--- config.mk ---
export PLATFORM = sky130hd
export DESIGN_NAME = y86_pipe_ctrl
export DESIGN_NICKNAME = d
export VERILOG_FILES = /design/src/rtl/y86_pipe_ctrl.sv
export SDC_FILE = /design/constraint.sdc
export NUM_CORES = 1
export LEC_CHECK = 0
export ABC_AREA = 1
export CAP_MARGIN = 25
export CORE_MARGIN = 8
export CORE_UTILIZATION = 55
export CTS_CLUSTER_SIZE = 25
export DETAILED_ROUTE_END_ITERATION = 16
export GPL_TIMING_DRIVEN = 1
export PLACE_DENSITY = 0.81
export SLEW_MARGIN = 20
export SYNTH_ARGS = -nofsm -noshare
export SYNTH_HDL_FRONTEND = slang
export SYNTH_SLANG_ARGS = --single-unit
export TNS_END_PERCENT = 5
--- constraint.sdc ---
create_clock -name clk_i -period 3.8 [get_ports clk_i]
set_input_delay 0.95 -clock clk_i [delete_from_list [all_inputs] [get_ports clk_i]]
set_output_delay 0.95 -clock clk_i [all_outputs]
set_load 0.05 [all_outputs]
--- src/rtl/y86_pipe_ctrl.sv ---
// Y86 five-stage pipeline control: hazard stall/bubble generation, run-control
// FSM (idle/run/step/halt/error) with global freeze, and saturating perf counters.
module y86_pipe_ctrl #(
  parameter int unsigned REG_W   = 4,
  parameter int unsigned STAT_W  = 2,
  parameter int unsigned CNT_W   = 32,
  parameter int unsigned ICODE_W = 4
) (
  input  logic               clk_i,
  input  logic               rst_ni,
  input  logic               start_i,
  input  logic               step_mode_i,
  input  logic               step_i,
  input  logic               clear_i,
  input  logic [ICODE_W-1:0] D_icode_i,
  input  logic [ICODE_W-1:0] E_icode_i,
  input  logic [ICODE_W-1:0] M_icode_i,
  input  logic [ICODE_W-1:0] W_icode_i,
  input  logic [REG_W-1:0]   d_srcA_i,
  input  logic [REG_W-1:0]   d_srcB_i,
  input  logic [REG_W-1:0]   E_dstM_i,
  input  logic               e_cnd_i,
  input  logic [STAT_W-1:0]  m_stat_i,
  input  logic [STAT_W-1:0]  W_stat_i,
  output logic               F_stall_o,
  output logic               D_stall_o,
  output logic               E_stall_o,
  output logic               M_stall_o,
  output logic               W_stall_o,
  output logic               D_bubble_o,
  output logic               E_bubble_o,
  output logic               M_bubble_o,
  output logic               set_cc_o,
  output logic [2:0]         run_state_o,
  output logic [CNT_W-1:0]   cyc_cnt_o,
  output logic [CNT_W-1:0]   retire_cnt_o,
  output logic [CNT_W-1:0]   lu_cnt_o,
  output logic [CNT_W-1:0]   mispred_cnt_o
);

  localparam logic [ICODE_W-1:0] INop    = ICODE_W'(1);
  localparam logic [ICODE_W-1:0] IMrmovq = ICODE_W'(5);
  localparam logic [ICODE_W-1:0] IOpq    = ICODE_W'(6);
  localparam logic [ICODE_W-1:0] IJxx    = ICODE_W'(7);
  localparam logic [ICODE_W-1:0] IRet    = ICODE_W'(9);
  localparam logic [ICODE_W-1:0] IPopq   = ICODE_W'(11);
  localparam logic [REG_W-1:0]   RNone   = '1;
  localparam logic [STAT_W-1:0]  SAok    = STAT_W'(0);
  localparam logic [STAT_W-1:0]  SAdr    = STAT_W'(1);
  localparam logic [STAT_W-1:0]  SIns    = STAT_W'(2);
  localparam logic [STAT_W-1:0]  SHlt    = STAT_W'(3);

  typedef enum logic [2:0] {
    StIdle = 3'd0,
    StRun  = 3'd1,
    StStep = 3'd2,
    StHalt = 3'd3,
    StErr  = 3'd4
  } state_e;

  state_e state_q, state_d;
  logic [CNT_W-1:0] cyc_q, cyc_d, ret_q, ret_d, lu_q, lu_d, mp_q, mp_d;

  logic load_use, ret_in, mispred, exc_m, exc_w, adv;

  // Hazard detection terms
  always_comb begin
    load_use = ((E_icode_i == IMrmovq) || (E_icode_i == IPopq)) && (E_dstM_i != RNone) &&
               ((E_dstM_i == d_srcA_i) || (E_dstM_i == d_srcB_i));
    ret_in   = (D_icode_i == IRet) || (E_icode_i == IRet) || (M_icode_i == IRet);
    mispred  = (E_icode_i == IJxx) && !e_cnd_i;
    exc_m    = (m_stat_i != SAok);
    exc_w    = (W_stat_i != SAok);
    adv      = (state_q == StRun) || ((state_q == StStep) && step_i);
  end

  // Pipeline controls; a non-advancing cycle freezes every stage register
  always_comb begin
    F_stall_o  = 1'b1;
    D_stall_o  = 1'b1;
    E_stall_o  = 1'b1;
    M_stall_o  = 1'b1;
    W_stall_o  = 1'b1;
    D_bubble_o = 1'b0;
    E_bubble_o = 1'b0;
    M_bubble_o = 1'b0;
    set_cc_o   = 1'b0;
    if (adv) begin
      F_stall_o  = load_use | ret_in;
      D_stall_o  = load_use;
      E_stall_o  = 1'b0;
      M_stall_o  = 1'b0;
      W_stall_o  = exc_w;
      D_bubble_o = mispred | (ret_in & ~load_use);
      E_bubble_o = mispred | load_use;
      M_bubble_o = exc_m | exc_w;
      set_cc_o   = (E_icode_i == IOpq) & ~exc_m & ~exc_w;
    end
  end

  // Run-control next state; HALT/ERR are sticky until clear
  always_comb begin
    state_d = state_q;
    unique case (state_q)
      StIdle: if (start_i) state_d = step_mode_i ? StStep : StRun;
      StRun, StStep: begin
        if (adv) begin
          if (W_stat_i == SHlt) begin
            state_d = StHalt;
          end else if ((W_stat_i == SAdr) || (W_stat_i == SIns)) begin
            state_d = StErr;
          end
        end
      end
      StHalt, StErr: if (clear_i) state_d = StIdle;
      default: state_d = StIdle;
    endcase
  end

  function automatic logic [CNT_W-1:0] sat_inc(input logic [CNT_W-1:0] v, input logic en);
    return (en && (v != '1)) ? v + CNT_W'(1) : v;
  endfunction

  // Saturating performance counter next values
  always_comb begin
    cyc_d = sat_inc(cyc_q, adv);
    ret_d = sat_inc(ret_q, adv & ~W_stall_o & (W_stat_i == SAok) & (W_icode_i != INop));
    lu_d  = sat_inc(lu_q, adv & load_use);
    mp_d  = sat_inc(mp_q, adv & mispred);
  end

  // State and counter registers
  always_ff @(posedge clk_i or negedge rst_ni) begin
    if (!rst_ni) begin
      state_q <= StIdle;
      cyc_q   <= '0;
      ret_q   <= '0;
      lu_q    <= '0;
      mp_q    <= '0;
    end else begin
      state_q <= state_d;
      cyc_q   <= cyc_d;
      ret_q   <= ret_d;
      lu_q    <= lu_d;
      mp_q    <= mp_d;
    end
  end

  assign run_state_o   = state_q;
  assign cyc_cnt_o     = cyc_q;
  assign retire_cnt_o  = ret_q;
  assign lu_cnt_o      = lu_q;
  assign mispred_cnt_o = mp_q;

endmodule
==> results.md, run 1 <==
| Metric | Value |
|---|---|
| Chip Height | 143 um |
| Buffers inserted during post-CTS setup optimization | 0 |
| Post-Synthesis Cell Area | 8880 um2 |
| Clock Tree Root | sky130_fd_sc_hd__clkbuf_16 |
| Dpl hpwl | 20000 um |
| Final cycle utilization of the critical path | 91.5% |
| Unrepaired setup endpoints after global routing | no |
| Final wirelength | 26700 um |
| Pre-CTS setup slack | 327 ps |
| Setup Crit Path Kind | in2out |
| Die span in x | 143 um |
| Compound-gate portion of the synthesized area | 1.76% |
| Worst Path Required | 2850 ps |
| CP Max Fanout | 4 |
| Post-synthesis net count | 1406 |
| Clock Skews | 10.0 ps |
| Number of buffers between clock root and the deepest sink | 2 |
| Part of the power in combinational logic | 27.2% |
| Final routed DRC violation total | 0 |
| Maximum number of pins on one net before global-route repair | 58 |
| Core box area | 15800 um2 |
| Inserted Clock Buffers | 17 |
| Worst skew pair latency | 430 ps |
| Max-Slew Margin vs Limit | 41.9% |
| Hold slack final | 464 ps |
| Starting utilization of the core area | 56.1% |
| I/O pin count | 179 |
| Critical path cell sequence | clkdlybuf4s50_1 > inv_1 > nand2_1 > nand2_1 > nor2_1 > nand2_1 > nand2_1 > nand2_1 > nand3_1 > nand2_1 > buf_4 |
| Number of pins exceeding their max-slew limit in the final report | 0 |
| Multi-input gate area in the final layout | 5060 um2 |
| Hold WC Path Type | in2async |
| Mean post-synth cell area | 6.51 um2 |
| Asr flop ratio synth | 100% |
| Kind of end point of the critical path | output pin |
| Internal Power | 2.91 mW |
| Total net switching power | 1.58 mW |
| Number of buffers inserted by hold repair at cts | 0 |
| Number of buffer cells added on primary ports | 178 |
| H-tree lvl count | 4 |
| Setup slack after layout | 322 ps |
| CTS sink count | 131 |
| Post-route setup TNS | 0 ps |
| Global-route wire length before repair | 43400 um |
| Xor and xnor area share after synthesis | 8.29% |
| Clock tree from TritonCTS | done |
| Largest stage delay, worst path | 540 ps |
| Die area | 20500 um2 |
| Slew @ Worst Pin | 870 ps |
| Layout fillers | 1348 |
| Share of the synthesized area in the top cell type | 36.9% |
| Top flip-flop cell by instance count after synthesis | sky130_fd_sc_hd__dfrtp_1 |
| Critical Path Source Type | input port |
| Number of violations reported at the end of detailed-routing iteration 0 | 672 |
| Fraction of the mapped netlist area in simple logic gates | 46.3% |
| Initial antenna violation count | 2 |
| Drt wl/cell | 15.1 um |
| Static leakage | 5.08 nW |
| Iteration count of the initial detailed-routing pass | 7 |
| Number of nets in the layout | 1583 |
| Global route overflow | 0 |
| Dominant cells by area after synthesis | sky130_fd_sc_hd__dfrtp_1 (37%), sky130_fd_sc_hd__nand2_1 (29%), sky130_fd_sc_hd__nor2_1 (8.0%), sky130_fd_sc_hd__xnor2_1 (4.1%), sky130_fd_sc_hd__xor2_1 (4.1%) |
| Proportion of power drawn by flip-flops and latches | 35.4% |
| Number of vias per cell after detailed routing | 5.19 |
| Number of storage elements in the synthesis netlist | 131 |
| Arrival time of data at the critical path endpoint | 2530 ps |
| Number of flops mapped to enable cells by yosys | 0 |
| P&R area growth vs syn | 28.3% |
| Worst vdd rail ir drop | 458 uV |
| Power per standard cell area | 395 nW/um2 |
| Result of the run | finished, final reports clean |
| Number of setup violations in the final report | 0 |
| Fraction of layout instances using a drive strength above 1 | 4.96% |
| Standard-cell rows | 46 |
| Upper clock frequency limit | 288 MHz |
| Final number of hold-violating endpoints | 0 |
| Synth unique cells | 33 |
| Crit-path most repeated cell | sky130_fd_sc_hd__nand2_1 |
| RePlAce Congestion | 0.934 |
| Final period demand of the worst path | 3480 ps |
| Switching share of power | 35.1% |
| Clock-pin slew on the worst setup and hold paths | 60 ps |
| Total of warnings raised by yosys | 0 |
| Mux share of post-synthesis cell area | 0% |
| Yosys top cell by area | sky130_fd_sc_hd__dfrtp_1 |
| Part of the power in the clock network | 37.5% |
| DRT antenna net count | 0 |
| Slowest stage cell, crit path | sky130_fd_sc_hd__clkdlybuf4s50_1 |
| Main combinational cell family by area after synthesis | simple AND/OR/NAND/NOR gates |
| GRT Overall Usage | 26.4% |
| Area taken by flip-flops and latches | 3280 um2 |
| Max capacitance violation total | 0 |
| Detailed-route via count | 9190 |
| Via count of the first global-routing pass | 8680 |
| Sequential area share after synthesis | 36.9% |
| # resized after CTS | 0 |
| Adder-cell share of the synthesized area | 0.564% |
| Post-Syn Instances | 1363 |
layout make-up:
type / instances / share of cell area [%]
Clock inverter: 10 / 1.16
Sequential cell: 131 / 28.8
Clock buffer: 21 / 4.04
Tap cell: 216 / 2.37
Antenna cell: 2 / 0.0439
Multi-Input combinational cell: 1119 / 44.4
Inverter: 90 / 2.99
Timing Repair Buffer: 181 / 16.2
routing by layer:
layer,track usage [%],vias to the layer above,part of all wire (%)
li1,-,4543,-
met1,33.7,4289,44
met2,42.9,313,47
met3,6.94,45,7.4
met4,7.83,0,1.8
met5,0,-,0
final timing paths:
check / from / to / slack (ps) / cells past startpoint
worst min register to register: mispred_cnt_o[18] / mispred_cnt_o[18] / 530 / 2
worst min-delay path: rst_ni / cyc_cnt_o[25] / 460 / 1
worst max-delay path: E_dstM_i[2] / D_bubble_o / 320 / 11
min in group clk_i: mispred_cnt_o[18] / mispred_cnt_o[18] / 530 / 2
worst max register to register: lu_cnt_o[0] / lu_cnt_o[14] / 1330 / 9
max in group asynchronous: rst_ni / retire_cnt_o[17] / 2630 / 2
cells in the final DEF (no fill, tap or decap), types with 6 or more instances in the layout:
cell | netlist | routed
sky130_fd_sc_hd__clkbuf_16 | 0 | 17
sky130_fd_sc_hd__dfrtp_1 | 131 | 131
sky130_fd_sc_hd__nor2_1 | 190 | 190
sky130_fd_sc_hd__xor2_1 | 42 | 42
sky130_fd_sc_hd__nand3_1 | 37 | 37
sky130_fd_sc_hd__inv_1 | 84 | 84
sky130_fd_sc_hd__xnor2_1 | 42 | 42
sky130_fd_sc_hd__o21ai_0 | 14 | 14
sky130_fd_sc_hd__nor3_1 | 30 | 30
sky130_fd_sc_hd__clkdlybuf4s50_1 | 0 | 168
sky130_fd_sc_hd__buf_4 | 15 | 7
sky130_fd_sc_hd__nand4_1 | 18 | 18
sky130_fd_sc_hd__nand2_1 | 687 | 687
sky130_fd_sc_hd__nand3b_1 | 13 | 13
sky130_fd_sc_hd__nand2_2 | 6 | 6
metrics by stage:
stage	cells	utilization (%)	instance area [um2]	total power [mW]
3_5_place_dp	1737	68.2	10800	2.83
4_1_cts	1768	71.9	11400	4.51
2_1_floorplan	1363	-	8880	2.46
6_report	1770	72.0	11400	4.49
5_1_grt	1770	72.0	11400	4.66
3_3_place_gp	1737	68.2	10800	2.81
worst max-delay path: cells and delay by family:
kind / cells / cell delay [ps]
buffers and inverters: 3 / 800
AND/OR/NAND/NOR: 8 / 770
state kept, by name, summed over array words and instances (netlist names):
name / cells
cyc_cnt_o: 32
run_state_o: 3
mispred_cnt_o: 32
retire_cnt_o: 32
lu_cnt_o: 32
logic make-up after synthesis:
kind of cell               Yosys count
and+or+nand+nor                   1004
xor gates and xnor gates            84
buffers and inverters              113
DFF                                131
adders and majority gates            4
AOI/OAI and AO/OA                   27
cells in the mapped netlist (all sizes together), types with 2 or more instances:
| cell type | count |
|---|---|
| nand4 | 19 |
| buf | 23 |
| xnor2 | 42 |
| o21ai | 19 |
| xor2 | 42 |
| ha | 4 |
| a31oi | 2 |
| nor2 | 198 |
| nand2 | 697 |
| nand3 | 40 |
| inv | 90 |
| nor3 | 33 |
| nand3b | 13 |
| a21oi | 6 |
| dfrtp | 131 |
power by group through the flow:
| stage | sequential, mW | clock (mW) | combinational, mW |
|---|---|---|---|
| after floorplan | 1.86 | 0 | 0.608 |
| final | 1.59 | 1.68 | 1.22 |
| after detailed placement | 1.61 | 0 | 1.22 |
| after CTS | 1.59 | 1.70 | 1.23 |
| after global placement | 1.61 | 0 | 1.20 |
| after global routing | 1.60 | 1.76 | 1.30 |
No activity file was read; power rests on OpenSTA's default activity.
==> inputs of run 2 (changes only) <==
--- a/config.mk
+++ b/config.mk
@@ -6,13 +6,14 @@
 export NUM_CORES = 1
 export LEC_CHECK = 0
 export ABC_AREA = 1
+export ABC_CLOCK_PERIOD_IN_PS = 3800
 export CAP_MARGIN = 25
 export CORE_MARGIN = 8
 export CORE_UTILIZATION = 55
 export CTS_CLUSTER_SIZE = 25
 export DETAILED_ROUTE_END_ITERATION = 16
 export GPL_TIMING_DRIVEN = 1
-export PLACE_DENSITY = 0.81
+export PLACE_DENSITY_LB_ADDON = 0.08
 export SLEW_MARGIN = 20
 export SYNTH_ARGS = -nofsm -noshare
 export SYNTH_HDL_FRONTEND = slang
==> run 2 against run 1 <==
  * Sequential share of layout area about the same
  * Clock power is 5% lower
  * Total power shrank 1.5%
  * First-iteration DRC count is 9.8% lower
  * Cell area about the same
  * Clock skew is 0.74 ps lower
  * Hold slack worse by 85 ps
  * Largest power group unchanged
==> results.md, run 2 (synthesis gave the netlist of run 1 again) <==
| Metric | Value | Change |
|---|---|---|
| Result of the run | finished, final reports clean | unchanged |
| H-tree lvl count | 4 | unchanged |
| Slew @ Worst Pin | 747 ps | was 870 ps |
| Number of buffers between clock root and the deepest sink | 2 | unchanged |
| Number of vias per cell after detailed routing | 5.10 | was 5.19 |
| Detailed-route via count | 9043 | was 9190 |
| Number of violations reported at the end of detailed-routing iteration 0 | 606 | was 672 |
| Crit path launch | E_icode_i[2] | was E_dstM_i[2] |
| Total net switching power | 1.59 mW | was 1.58 mW |
| Arrival time of data at the critical path endpoint | 2660 ps | was 2530 ps |
| Chip Height | 143 um | unchanged |
| I/O pin count | 179 | unchanged |
| Upper clock frequency limit | 277 MHz | was 288 MHz |
| Clock Tree Root | sky130_fd_sc_hd__clkbuf_16 | unchanged |
| Final period demand of the worst path | 3610 ps | was 3480 ps |
| Number of setup violations in the final report | 0 | unchanged |
| Leading cell type in the layout, fill and taps excluded | sky130_fd_sc_hd__nand2_1 | unchanged |
| Internal reg-to-reg setup slack | 1490 ps | was 1330 ps |
| Proportion of power drawn by flip-flops and latches | 36.0% | was 35.4% |
| Die span in x | 143 um | unchanged |
| Number of nets in the layout | 1586 | was 1583 |
| Starting utilization of the core area | 56.1% | unchanged |
| Via count of the first global-routing pass | 8622 | was 8680 |
| Clock Skews | 9.28 ps | was 10.0 ps |
| Worst Path Required | 2850 ps | about the same |
| Static leakage | 5.08 nW | about the same |
| Setup Crit Path Kind | in2out | unchanged |
| Max capacitance violation total | 0 | unchanged |
| Final core utilization | 71.9% | was 72.0% |
| Maximum number of pins on one net before global-route repair | 103 | was 58 |
| GRT Overall Usage | 26.1% | was 26.4% |
| Global route overflow | 0 | unchanged |
| Iteration count of the initial detailed-routing pass | 5 | was 7 |
| Top library cells by usage in the layout, fill and taps aside | sky130_fd_sc_hd__nand2_1 (687), sky130_fd_sc_hd__nor2_1 (190), sky130_fd_sc_hd__clkdlybuf4s50_1 (168) | unchanged |
| Initial antenna violation count | 1 | was 2 |
| P&R area growth vs syn | 28.2% | was 28.3% |
| Final number of hold-violating endpoints | 0 | unchanged |
| Max-Slew Margin vs Limit | 50.1% | was 41.9% |
| Worst vdd rail ir drop | 414 uV | was 458 uV |
| Number of pins exceeding their max-slew limit in the final report | 0 | unchanged |
| Inserted Clock Buffers | 17 | unchanged |
| Clock-pin slew on the worst setup and hold paths | 60 ps | about the same |
| Kind of end point of the critical path | output pin | unchanged |
| Worst skew pair latency | 420 ps | was 430 ps |
| R2R depth | 10 | was 9 |
| Standard-cell rows | 46 | unchanged |
| Internal Power | 2.84 mW | was 2.91 mW |
| Critical Path Source Type | input port | unchanged |
| Global-route wire length before repair | 42700 um | was 43400 um |
| CP Max Fanout | 3 | was 4 |
| Part of the power in the clock network | 36.1% | was 37.5% |
| Switching share of power | 35.9% | was 35.1% |
| Final cycle utilization of the critical path | 95.0% | was 91.5% |
| Power per standard cell area | 389 nW/um2 | was 395 nW/um2 |
| Die area | 20500 um2 | unchanged |
| DRT antenna net count | 0 | unchanged |
| Overall power | 4.42 mW | was 4.49 mW |
| Dpl hpwl | 19600 um | was 20000 um |
| RR Endpoint | lu_cnt_o[16] | was lu_cnt_o[14] |
| Clock tree from TritonCTS | done | unchanged |
| Final routed DRC violation total | 0 | unchanged |
| Buffers inserted during post-CTS setup optimization | 0 | unchanged |
| Core box area | 15800 um2 | unchanged |
| RePlAce Congestion | 0.881 | was 0.934 |
| Drt wl/cell | 14.7 um | was 15.1 um |
| Destination of the critical timing path | D_bubble_o | unchanged |
| Part of the power in combinational logic | 28.0% | was 27.2% |
| Final wirelength | 26100 um | was 26700 um |
| Post-route setup TNS | 0 ps | unchanged |
| Unrepaired setup endpoints after global routing | no | unchanged |
| # resized after CTS | 0 | unchanged |
| Number of buffer cells added on primary ports | 178 | unchanged |
| CTS sink count | 131 | unchanged |
| Reg-to-reg startpoint | lu_cnt_o[0] | unchanged |
| Fraction of layout instances using a drive strength above 1 | 5.14% | was 4.96% |
| Number of buffers inserted by hold repair at cts | 0 | unchanged |
| Hold WC Path Type | in2async | unchanged |
[run 2: cell types whose count changed in the layout (fill, tap and decap cells not counted), sizes merged]
cell	previous run	this run
clkinv	7	6
clkinvlp	0	3
buf	13	16
clkbuf	21	20
diode	2	1
bufinv	3	2
[run 2: layer usage]
layer  up-vias  share of wire, %  GRT usage (%)
li1       4551                 -              -
met5         -                 0              0
met3        38               7.7           6.64
met2       298                47           43.0
met1      4156                43           33.0
met4         0               1.9           7.83
[run 2: worst max-delay path, stage by stage]
cell	delay (ps)
sky130_fd_sc_hd__clkdlybuf4s50_1	500
sky130_fd_sc_hd__inv_1	80
sky130_fd_sc_hd__nor2_1	170
sky130_fd_sc_hd__nand3_1	90
sky130_fd_sc_hd__a21oi_1	310
sky130_fd_sc_hd__nand2_1	200
sky130_fd_sc_hd__nand3_1	120
sky130_fd_sc_hd__nand2_1	50
sky130_fd_sc_hd__buf_4	180
[run 2: layout make-up]
cell class                 count  area (um2)
multi-input combinational   1119        5060
sequential                   131        3280
antenna                        1        2.50
clock buffer                  20         447
tap                          216         270
fill                        1353        4450
inverter                      90         340
timing repair buffer         184        1880
clock inverter                11         113
[run 2: worst min-delay path by stage]
| stage | start | endpoint | slack, ps |
|---|---|---|---|
| after global placement | cyc_cnt_o[19] | cyc_cnt_o[19] | 490 |
| after CTS | cyc_cnt_o[31] | cyc_cnt_o[31] | 540 |
| final | rst_ni | retire_cnt_o[12] | 380 |
| after global routing | rst_ni | retire_cnt_o[8] | 380 |
| after detailed placement | cyc_cnt_o[19] | cyc_cnt_o[19] | 520 |
| after floorplan | rst_ni | cyc_cnt_o[0] | 650 |
[run 2: through the flow]
stage	hold slack, ps	instance area, um2	setup WS, ps	cells
2_1_floorplan	654	8880	807	1363
3_3_place_gp	493	10800	269	1739
3_5_place_dp	520	10800	218	1739
4_1_cts	540	11400	184	1770
5_1_grt	385	11400	31.3	1772
6_report	379	11400	188	1772
[run 2: power groups by stage]
stage                     combinational [mW]  clock [mW]  sequential, mW
after global routing                    1.32        1.67            1.61
final                                   1.24        1.60            1.59
after global placement                  1.22           0            1.61
after floorplan                        0.608           0            1.86
after CTS                               1.24        1.61            1.59
after detailed placement                1.24           0            1.61
==> inputs of run 3 (changes only) <==
--- a/config.mk
+++ b/config.mk
@@ -6,10 +6,10 @@
 export NUM_CORES = 1
 export LEC_CHECK = 0
 export ABC_AREA = 1
-export ABC_CLOCK_PERIOD_IN_PS = 3800
+export ABC_CLOCK_PERIOD_IN_PS = 3200
 export CAP_MARGIN = 25
 export CORE_MARGIN = 8
-export CORE_UTILIZATION = 55
+export CORE_UTILIZATION = 48
 export CTS_CLUSTER_SIZE = 25
 export DETAILED_ROUTE_END_ITERATION = 16
 export GPL_TIMING_DRIVEN = 1
==> constraint.sdc (replaced) <==
create_clock -name clk_i -period 3.2 [get_ports clk_i]
set_input_delay 0.8 -clock clk_i [delete_from_list [all_inputs] [get_ports clk_i]]
set_output_delay 0.8 -clock clk_i [all_outputs]
set_load 0.05 [all_outputs]
==> run 3 against run 2 <==
  * Non-clock buffer count grew 4
  * Sequential power is 19% higher
  * Global-route usage down 3.5 points
  * Critical endpoint unchanged
  * Cell area rose by 1.5%
  * Final cell count is 0.96% higher
  * Die area increased by 13%
  * Critical path type unchanged
  * Setup slack got worse by 61 ps
  * Routed wire length down 0.39%
  * Sequential cell count stayed put
  * Total power increased by 26%
  * First-iteration DRC count decreased by 8.1%
==> results.md, run 3 (synthesis gave the netlist of run 1 again) <==
| Metric | Value | Change |
|---|---|---|
| Antenna Cells | 0 | was 1 |
| Result of the run | finished, final reports clean | unchanged |
| Global-route wire length before repair | 43300 um | was 42700 um |
| Buffers inserted during post-CTS setup optimization | 0 | unchanged |
| Number of setup violations in the final report | 0 | unchanged |
| Leading cell type in the layout, fill and taps excluded | sky130_fd_sc_hd__nand2_1 | unchanged |
| Critical Path Source Type | input port | unchanged |
| Dpl hpwl | 20000 um | was 19600 um |
| Kind of end point of the critical path | output pin | unchanged |
| CP Max Fanout | 4 | was 3 |
| Number of buffers between clock root and the deepest sink | 2 | unchanged |
| Worst vdd rail ir drop | 394 uV | was 414 uV |
| Power per standard cell area | 481 nW/um2 | was 389 nW/um2 |
| Clock Tree Root | sky130_fd_sc_hd__clkbuf_16 | unchanged |
| Drt wl/cell | 14.6 um | was 14.7 um |
| Via count of the first global-routing pass | 8591 | was 8622 |
| DRT antenna net count | 0 | unchanged |
| Final wirelength | 26000 um | was 26100 um |
| Standard-cell rows | 49 | was 46 |
| Clock tree from TritonCTS | done | unchanged |
| Static leakage | 5.14 nW | was 5.08 nW |
| Upper clock frequency limit | 326 MHz |  |
| Detailed-route via count | 8970 | was 9043 |
| Max capacitance violation total | 0 | unchanged |
| Worst Path Required | 2400 ps | was 2850 ps |
| Final core utilization | 63.9% | was 71.9% |
| CTS sink count | 131 | unchanged |
| Hold WC Path Type | in2async | unchanged |
| Number of buffers inserted by hold repair at cts | 0 | unchanged |
| # resized after CTS | 0 | unchanged |
| Die span in x | 152 um | was 143 um |
| Unrepaired setup endpoints after global routing | no | unchanged |
| Number of buffer cells added on primary ports | 178 | unchanged |
| Number of vias per cell after detailed routing | 5.01 | was 5.10 |
| Top library cells by usage in the layout, fill and taps aside | sky130_fd_sc_hd__nand2_1 (686), sky130_fd_sc_hd__nor2_1 (189), sky130_fd_sc_hd__clkdlybuf4s50_1 (168) | was sky130_fd_sc_hd__nand2_1 (687), sky130_fd_sc_hd__nor2_1 (190), sky130_fd_sc_hd__clkdlybuf4s50_1 (168) |
| Clock-pin slew on the worst setup and hold paths | 60 ps | about the same |
| Starting utilization of the core area | 49.1% | was 56.1% |
| Number of pins exceeding their max-slew limit in the final report | 0 | unchanged |
| Slew @ Worst Pin | 569 ps | was 747 ps |
| H-tree lvl count | 4 | unchanged |
| Post-route setup TNS | 0 ps | unchanged |
| Maximum number of pins on one net before global-route repair | 61 | was 103 |
| P&R area growth vs syn | 30.2% | was 28.2% |
| Initial antenna violation count | 2 | was 1 |
| Final routed DRC violation total | 0 | unchanged |
| Arrival time of data at the critical path endpoint | 2270 ps | was 2660 ps |
| Final cycle utilization of the critical path | 96.0% |  |
| RePlAce Congestion | 0.921 | was 0.881 |
| Final period demand of the worst path | 3070 ps |  |
| Global route overflow | 0 | unchanged |
| Clock Skews | 11.8 ps | was 9.28 ps |
| Worst skew pair latency | 430 ps | was 420 ps |
| Number of violations reported at the end of detailed-routing iteration 0 | 557 | was 606 |
| Die area | 23100 um2 | was 20500 um2 |
| Chip Height | 152 um | was 143 um |
| Iteration count of the initial detailed-routing pass | 5 | unchanged |
| Core box area | 18100 um2 | was 15800 um2 |
| Max-Slew Margin vs Limit | 61.9% | was 50.1% |
| GRT Overall Usage | 22.6% | was 26.1% |
| Number of nets in the layout | 1590 | was 1586 |
| Inserted Clock Buffers | 17 | unchanged |
| I/O pin count | 179 | unchanged |
| Setup Crit Path Kind | in2out | unchanged |
| Final number of hold-violating endpoints | 0 | unchanged |
| Fraction of layout instances using a drive strength above 1 | 5.71% | was 5.14% |
| Final instance area | 11600 um2 | was 11400 um2 |
| Area after DPL | 10900 um2 | was 10800 um2 |
[run 3: final timing paths]
path / from / endpoint / slack, ps / cells after the start
setup / recovery: E_dstM_i[2] / D_bubble_o / 130 / 11
hold / removal: rst_ni / cyc_cnt_o[14] / 310 / 1
setup reg to reg: cyc_cnt_o[0] / cyc_cnt_o[26] / 920 / 12
hold reg to reg: retire_cnt_o[18] / retire_cnt_o[18] / 530 / 2
max in group asynchronous: rst_ni / lu_cnt_o[26] / 2170 / 2
min in group clk_i: retire_cnt_o[18] / retire_cnt_o[18] / 530 / 2
[run 3: per-stage QoR]
step | setup slack (ps) | cells | power, mW | hold WS [ps]
finish | 128 | 1789 | 5.56 | 313
global route | 17.6 | 1789 | 5.80 | 350
CTS | 49.6 | 1789 | 5.61 | 332
detailed placement | 56.3 | 1757 | 3.43 | 512
global placement | 104 | 1757 | 3.41 | 512
floorplan | 507 | 1363 | 2.93 | 504
[run 3: cell type report]
class / count / area, um2
multi-input cells: 1119 / 5060
inverters: 90 / 340
well taps: 229 / 287
flip-flops and latches: 131 / 3280
fillers: 1668 / 6530
repair buffers: 188 / 1940
clock buffers: 19 / 443
clock inverters: 13 / 208
[run 3: where the power goes]
group | total [mW] | leakage (nW) | internal [mW] | switching, mW
logic | 1.50 | 3.03 | 0.503 | 1.00
registers | 1.89 | 1.81 | 1.75 | 0.139
clock network | 2.17 | 0.305 | 1.40 | 0.766
total | 5.56 | 5.14 | 3.65 | 1.91
[run 3: worst max-delay path, stage by stage]
cell and delay (ps):
sky130_fd_sc_hd__clkdlybuf4s50_1 530, sky130_fd_sc_hd__inv_1 70, sky130_fd_sc_hd__nand2_1 60, sky130_fd_sc_hd__nand2_1 50
sky130_fd_sc_hd__nor2_1 120, sky130_fd_sc_hd__nand2_1 70, sky130_fd_sc_hd__nand2_2 110, sky130_fd_sc_hd__nand2_1 100
sky130_fd_sc_hd__nand3_1 100, sky130_fd_sc_hd__nand2_1 90, sky130_fd_sc_hd__buf_12 160
[run 3: layer usage]
metal	track usage, %	wire (um)	vias up
li1	-	-	4563
met1	29.2	11900	4120
met2	36.8	12100	239
met3	5.53	1460	44
met4	7.04	504	4
met5	0	25	-
==> variant 1: new RTL, config.mk and constraints of run 1 <==
Take the reset off `lu_q` and `mp_q` and load them in a clocked block of their own.
--- a/src/rtl/y86_pipe_ctrl.sv
+++ b/src/rtl/y86_pipe_ctrl.sv
@@ -136,13 +136,14 @@
       cyc_q   <= '0;
       ret_q   <= '0;
-      lu_q    <= '0;
-      mp_q    <= '0;
     end else begin
       state_q <= state_d;
       cyc_q   <= cyc_d;
       ret_q   <= ret_d;
-      lu_q    <= lu_d;
-      mp_q    <= mp_d;
     end
+  end
+
+  always_ff @(posedge clk_i) begin
+    lu_q <= lu_d;
+    mp_q <= mp_d;
   end
 
Function: differs if rst_ni is asserted again (counterexample within 4 cycles, from zero or initial values and one cycle with rst_ni low); with rst_ni held inactive, the same outputs for 10 cycles.
==> variant 1 against run 1 <==
  * Area after synthesis shrank 4.1%
  * Setup slack worse by 0.099 ns
  * Worst hold slack worse by 0.013 ns
  * Fmax decreased by 2.8%
  * Sequential cell count is the same
  * Count of clock-buffer cells in the layout is 4 lower
  * Design area shrank 2.8%
  * Routed wire length fell by 9.1%
  * Critical path depth is 2 lower
  * Power shrank 6.0%
  * Utilization rose by 1.1 points
  * Largest cell class unchanged
  * Highest routed layer unchanged
==> variant 1: results (changes against run 1) <==
| Metric | Value |
|---|---|
| Worst Tran Pin Value | 0.8378 ns (was 0.8700 ns) |
| Met2 Use GR | 41.14% (was 42.89%) |
| Total track usage | 25.03% (was 26.37%) |
| Sequential share of the synthesized area | 42.28% (was 36.93%) |
| Max H-tree Level | 4 (unchanged) |
| First-pass GRT wire length | 40290 um (was 43410 um) |
| Met3 usage | 5.674% (was 6.945%) |
| Top cells by count, synth | 507 x nand2_1, 181 x nor2_1, 102 x inv_1 (was 687 x nand2_1, 190 x nor2_1, 131 x dfrtp_1) |
| Largest net degree at the start of global routing | 36 (was 58) |
| Ys async rst share | 51.15% (was 100.0%) |
| Crit Path Max Fanout | 3 (was 4) |
| Reg2reg path depth | 10 (was 9) |
| Port-buffer cells | 178 (unchanged) |
| Longest Clk Path Bufs | 2 (unchanged) |
| Routed via count | 8353 (was 9190) |
| Worst VDD drop | 0.3958 mV (was 0.4584 mV) |
| Count of cell types in the netlist | 36 (was 33) |
| Setup slack, reg-to-reg | 1.41 ns (was 1.33 ns) |
| Vias in the first global route | 8039 (was 8680) |
| Total clock buffers created by CTS | 17 (unchanged) |
| DRT iter0 DRCs | 718 (was 672) |
| Via density | 5.247 (was 5.192) |
| Final clock skew | 0.01129 ns (was 0.01003 ns) |
| Leakage power | 4.632 nW (was 5.084 nW) |
| Syn. warnings | 0 (unchanged) |
| FF-to-FF Start | cyc_cnt_o[0] (was lu_cnt_o[0]) |
| Final core utilization | 73.10% (was 71.95%) |
| Post-placement cell count | 1560 (was 1737) |
| DR WL/cell | 15.23 um (was 15.07 um) |
| Status | complete, no violations (unchanged) |
| Fraction of layout instances using a drive strength above 1 | 6.481% (was 4.961%) |
| Worst skew pair latency | 0.42 ns |
| Layout net count | 1434 (was 1583) |
| Placer Congestion | 0.9268 (was 0.9342) |
| Worst EP arrival | 2.63 ns (was 2.53 ns) |
| Drt pass-1 iters | 5 (was 7) |
| Initial antenna violation count | 0 (was 2) |
| Critical R2R Capture | cyc_cnt_o[18] (was lu_cnt_o[14]) |
| EDFF count, synth | 64 (was 0) |
| Resize count post-CTS | 0 (unchanged) |
| Met1 usage | 31.22% (was 33.66%) |
| Mean Syn Cell Area | 7.086 um2 (was 6.513 um2) |
| DP Wirelength | 18570 um (was 20040 um) |
| Clock slew at reported path FFs | 0.06 ns (about the same) |
| CTS root buf | clkbuf_16 (unchanged) |
| Antenna cell count | 0 (was 2) |
| Top FF cell, synth | dfrtp_1 (unchanged) |
| Pre-CTS setup slack | 0.2287 ns (was 0.3273 ns) |
| Fillcell total | 1219 (was 1348) |
| Syn_nets | 1244 (was 1406) |
| HP Class | in2async (unchanged) |
| Top post-synthesis cells by area | edfxtp_1 23%, nand2_1 22%, dfrtp_1 20% (was dfrtp_1 37%, nand2_1 29%, nor2_1 8.0%) |
| Setup repair bufs after CTS | 0 (unchanged) |
[variant 1: cells by family after synthesis]
family,after synthesis,share of synthesized area [%]
AOI/OAI and AO/OA,26,1.588
xor gates and xnor gates,64,6.586
adders and majority gates,4,0.5881
buffers and inverters,119,6.057
DFF,131,42.28
and+or+nand+nor,857,42.90
[variant 1: how the worst max path moves through the flow]
stage                             from                to  slack, ns  depth (start not counted)
after floorplan                 step_i  mispred_cnt_o[0]       0.29                          5
after global placement    E_icode_i[2]        D_bubble_o       0.27                          9
after detailed placement  E_icode_i[2]        D_bubble_o       0.23                          9
after CTS                 E_icode_i[2]        D_bubble_o       0.22                          9
after global routing      E_icode_i[2]        D_bubble_o       0.04                          9
final                     E_icode_i[2]        D_bubble_o       0.22                          9
[variant 1: worst max-delay path, stage by stage]
cell and delay (ns):
clkdlybuf4s50_1 0.47, inv_1 0.06, nor2_1 0.17, nand3_1 0.10, a21oi_1 0.36, nand2_1 0.16
nand3_1 0.09, nand2_1 0.09, buf_12 0.17
[variant 1: report_power, final]
group,internal [W],total [W],switching (W)
clock,0.000969,0.00163,0.000663
combinational,0.000302,0.000974,0.000672
sequential,0.00154,0.00162,0.0000753
[variant 1: layer usage]
metal | up-vias | part of all wire, %
met4 | 0 | 2.8
met1 | 3832 | 43
li1 | 4161 | -
met3 | 58 | 6.6
met2 | 302 | 47
met5 | - | 0
[variant 1: area by class of cell]
type                    instances  share of cell area [%]
flip-flops and latches        131                   32.50
clock buffers                  17                   3.842
clock inverters                15                   1.413
inverters                     106                   3.639
well taps                     188                   2.125
repair buffers                184                   16.70
multi-input cells             951                   39.78
[variant 1: stage by stage]
step / instance area, um2 / hold slack [ns]
floorplan: 8511 / 0.6544
global placement: 10490 / 0.4986
detailed placement: 10490 / 0.5216
CTS: 11070 / 0.4582
global route: 11070 / 0.4741
finish: 11070 / 0.4508
==> variant 2: new RTL, settings of run 1 <==
Without the edit above. Set the parameter `ICODE_W` to 6 (it was 4).
--- a/src/rtl/y86_pipe_ctrl.sv
+++ b/src/rtl/y86_pipe_ctrl.sv
@@ -5,5 +5,5 @@
   parameter int unsigned STAT_W  = 2,
   parameter int unsigned CNT_W   = 32,
-  parameter int unsigned ICODE_W = 4
+  parameter int unsigned ICODE_W = 6
 ) (
   input  logic               clk_i,
Ports: changed (resized D_icode_i, E_icode_i, M_icode_i and W_icode_i); port bits go from 179 to 187. No check against the original RTL was run, so the function may have changed too.
==> variant 2 against run 1 <==
  * Design area grew 2.4%
  * Combinational power fell by 8%
  * Synthesized cell count grew 2.7%
  * Sequential cell count did not move
  * Register-to-register slack improved by 0.38 ns
  * Setup slack got worse by 0.13 ns
  * Non-clock buffer count up 14
  * Power down 5.6%
  * Routed wire length shrank 1.5%
  * Area after synthesis is 2.4% higher
  * Critical path depth down 1
  * Largest power group unchanged
==> variant 2: results (changes against run 1) <==
| Metric | Value |
|---|---|
| # clk buffers | 24 (was 21) |
| Pre-CTS setup slack | 0.2057 ns (was 0.3273 ns) |
| Placer Congestion | 0.9588 (was 0.9342) |
| Drt pass-1 iters | 5 (was 7) |
| Multi-input comb cells | 1143 (was 1119) |
| Sequential portion of the cell area | 28.11% (was 28.78%) |
| Crit path max-delay family | simple AND/OR/NAND/NOR gates (was buffers and inverters) |
| Met2 Use GR | 43.00% (was 42.89%) |
| Status | complete, no violations (unchanged) |
| Fillcell total | 1421 (was 1348) |
| Pwr per Cell Area | 363.8 mW/mm2 (was 394.5 mW/mm2) |
| FF-to-FF Start | run_state_o[0] (was lu_cnt_o[0]) |
| Antenna cell count | 0 (was 2) |
| Period utilization | 95.05% (was 91.52%) |
| DP Wirelength | 20130 um (was 20040 um) |
| Clock Network Area Fraction | 4.731% (was 5.208%) |
| DRT iter0 DRCs | 761 (was 672) |
| Sequential share of the synthesized area | 36.05% (was 36.93%) |
| FFs & Latches | 131 (unchanged) |
| CP startpoint | d_srcB_i[0] (was E_dstM_i[2]) |
| Leakage power | 5.368 nW (was 5.084 nW) |
| Worst EP arrival | 2.66 ns (was 2.53 ns) |
| Count of cell types in the netlist | 37 (was 33) |
| Syn_nets | 1451 (was 1406) |
| First-pass GRT wire length | 42250 um (was 43410 um) |
| Crit Path Max Fanout | 3 (was 4) |
| Initial antenna violation count | 0 (was 2) |
| Port-buffer cells | 186 (was 178) |
| Multi-input logic area | 0.005195 mm2 (was 0.005056 mm2) |
| Layout net count | 1642 (was 1583) |
| Crit path capture | F_stall_o (was D_bubble_o) |
| Resize count post-CTS | 0 (unchanged) |
| CTS root buf | clkbuf_16 (unchanged) |
| Total track usage | 25.52% (was 26.37%) |
| Worst Tran Pin Value | 0.6214 ns (was 0.8700 ns) |
| Vias in the first global route | 8825 (was 8680) |
| Critical path's largest stage delay | 0.58 ns (was 0.54 ns) |
| Reg2reg path depth | 10 (was 9) |
| Top post-synthesis cells by area | dfrtp_1 36%, nand2_1 29%, nor2_1 7.8% (was dfrtp_1 37%, nand2_1 29%, nor2_1 8.0%) |
| Final clock skew | 0.01002 ns (was 0.01003 ns) |
| Largest net degree at the start of global routing | 69 (was 58) |
| Switch share | 34.28% (was 35.14%) |
| Met3 usage | 6.405% (was 6.945%) |
| Via density | 5.155 (was 5.192) |
| Top cells by count, synth | 700 x nand2_1, 190 x nor2_1, 131 x dfrtp_1 (was 687 x nand2_1, 190 x nor2_1, 131 x dfrtp_1) |
| Critical R2R Capture | retire_cnt_o[4] (was lu_cnt_o[14]) |
| Met1 usage | 31.16% (was 33.66%) |
| Fraction of layout instances using a drive strength above 1 | 5.875% (was 4.961%) |
| Dpl cell area | 0.01111 mm2 (was 0.01079 mm2) |
| Worst VDD drop | 0.3215 mV (was 0.4584 mV) |
| Nonclk buf count | 195 (was 181) |
| Routed WL | 26270 um (was 26670 um) |
| Invs w/o clock | 103 (was 90) |
| Setup slack, reg-to-reg | 1.71 ns (was 1.33 ns) |
[variant 2: cell types whose count changed after synthesis, sizes merged, moves of 2 or more]
cell and change:
and2 +3, nor2 +2, nand3 +5, inv +13, nand2 +16, xnor2 -10, a21oi -3, nand3b +8
[variant 2: worst min-delay path by stage]
stage,start,cells past startpoint,to,slack (ns)
floorplan,rst_ni,0,cyc_cnt_o[0],0.65
global placement,retire_cnt_o[18],2,retire_cnt_o[18],0.51
detailed placement,cyc_cnt_o[19],2,cyc_cnt_o[19],0.50
CTS,cyc_cnt_o[19],2,cyc_cnt_o[19],0.52
global route,cyc_cnt_o[19],2,cyc_cnt_o[19],0.54
finish,rst_ni,1,mispred_cnt_o[5],0.50
[variant 2: power groups by stage]
stage                     Clock [W]  Combinational, W  Sequential (W)
after floorplan                   0          0.000591         0.00177
after global placement            0           0.00111         0.00157
after detailed placement          0           0.00114         0.00157
after CTS                   0.00158           0.00114         0.00155
after global routing        0.00164           0.00121         0.00156
final                       0.00156           0.00112         0.00155
[variant 2: cell families (layout without fill, tap and decap cells)]
group	after synthesis	in the layout	synth area share [%]
AOI/OAI and AO/OA	24	24	1.403
xor gates and xnor gates	75	75	7.223
adders and majority gates	4	4	0.5504
buffers and inverters	126	326	6.824
DFF	131	131	36.05
and+or+nand+nor	1040	1040	47.95
[variant 2: through the flow]
step	utilization, %	hold WS [ns]	total power, W	instances
2_1_floorplan	-	0.6544	0.002363	1400
3_3_place_gp	67.96	0.5082	0.002689	1792
3_5_place_dp	67.96	0.4999	0.002711	1792
4_1_cts	71.34	0.5151	0.004271	1820
5_1_grt	71.34	0.5440	0.004417	1820
6_report	71.34	0.5042	0.004243	1820
[variant 2: layer usage]
metal,wire (um),vias up
met2,12620,330
met5,0,-
met1,11170,4313
met4,542,0
met3,1932,50
li1,-,4690
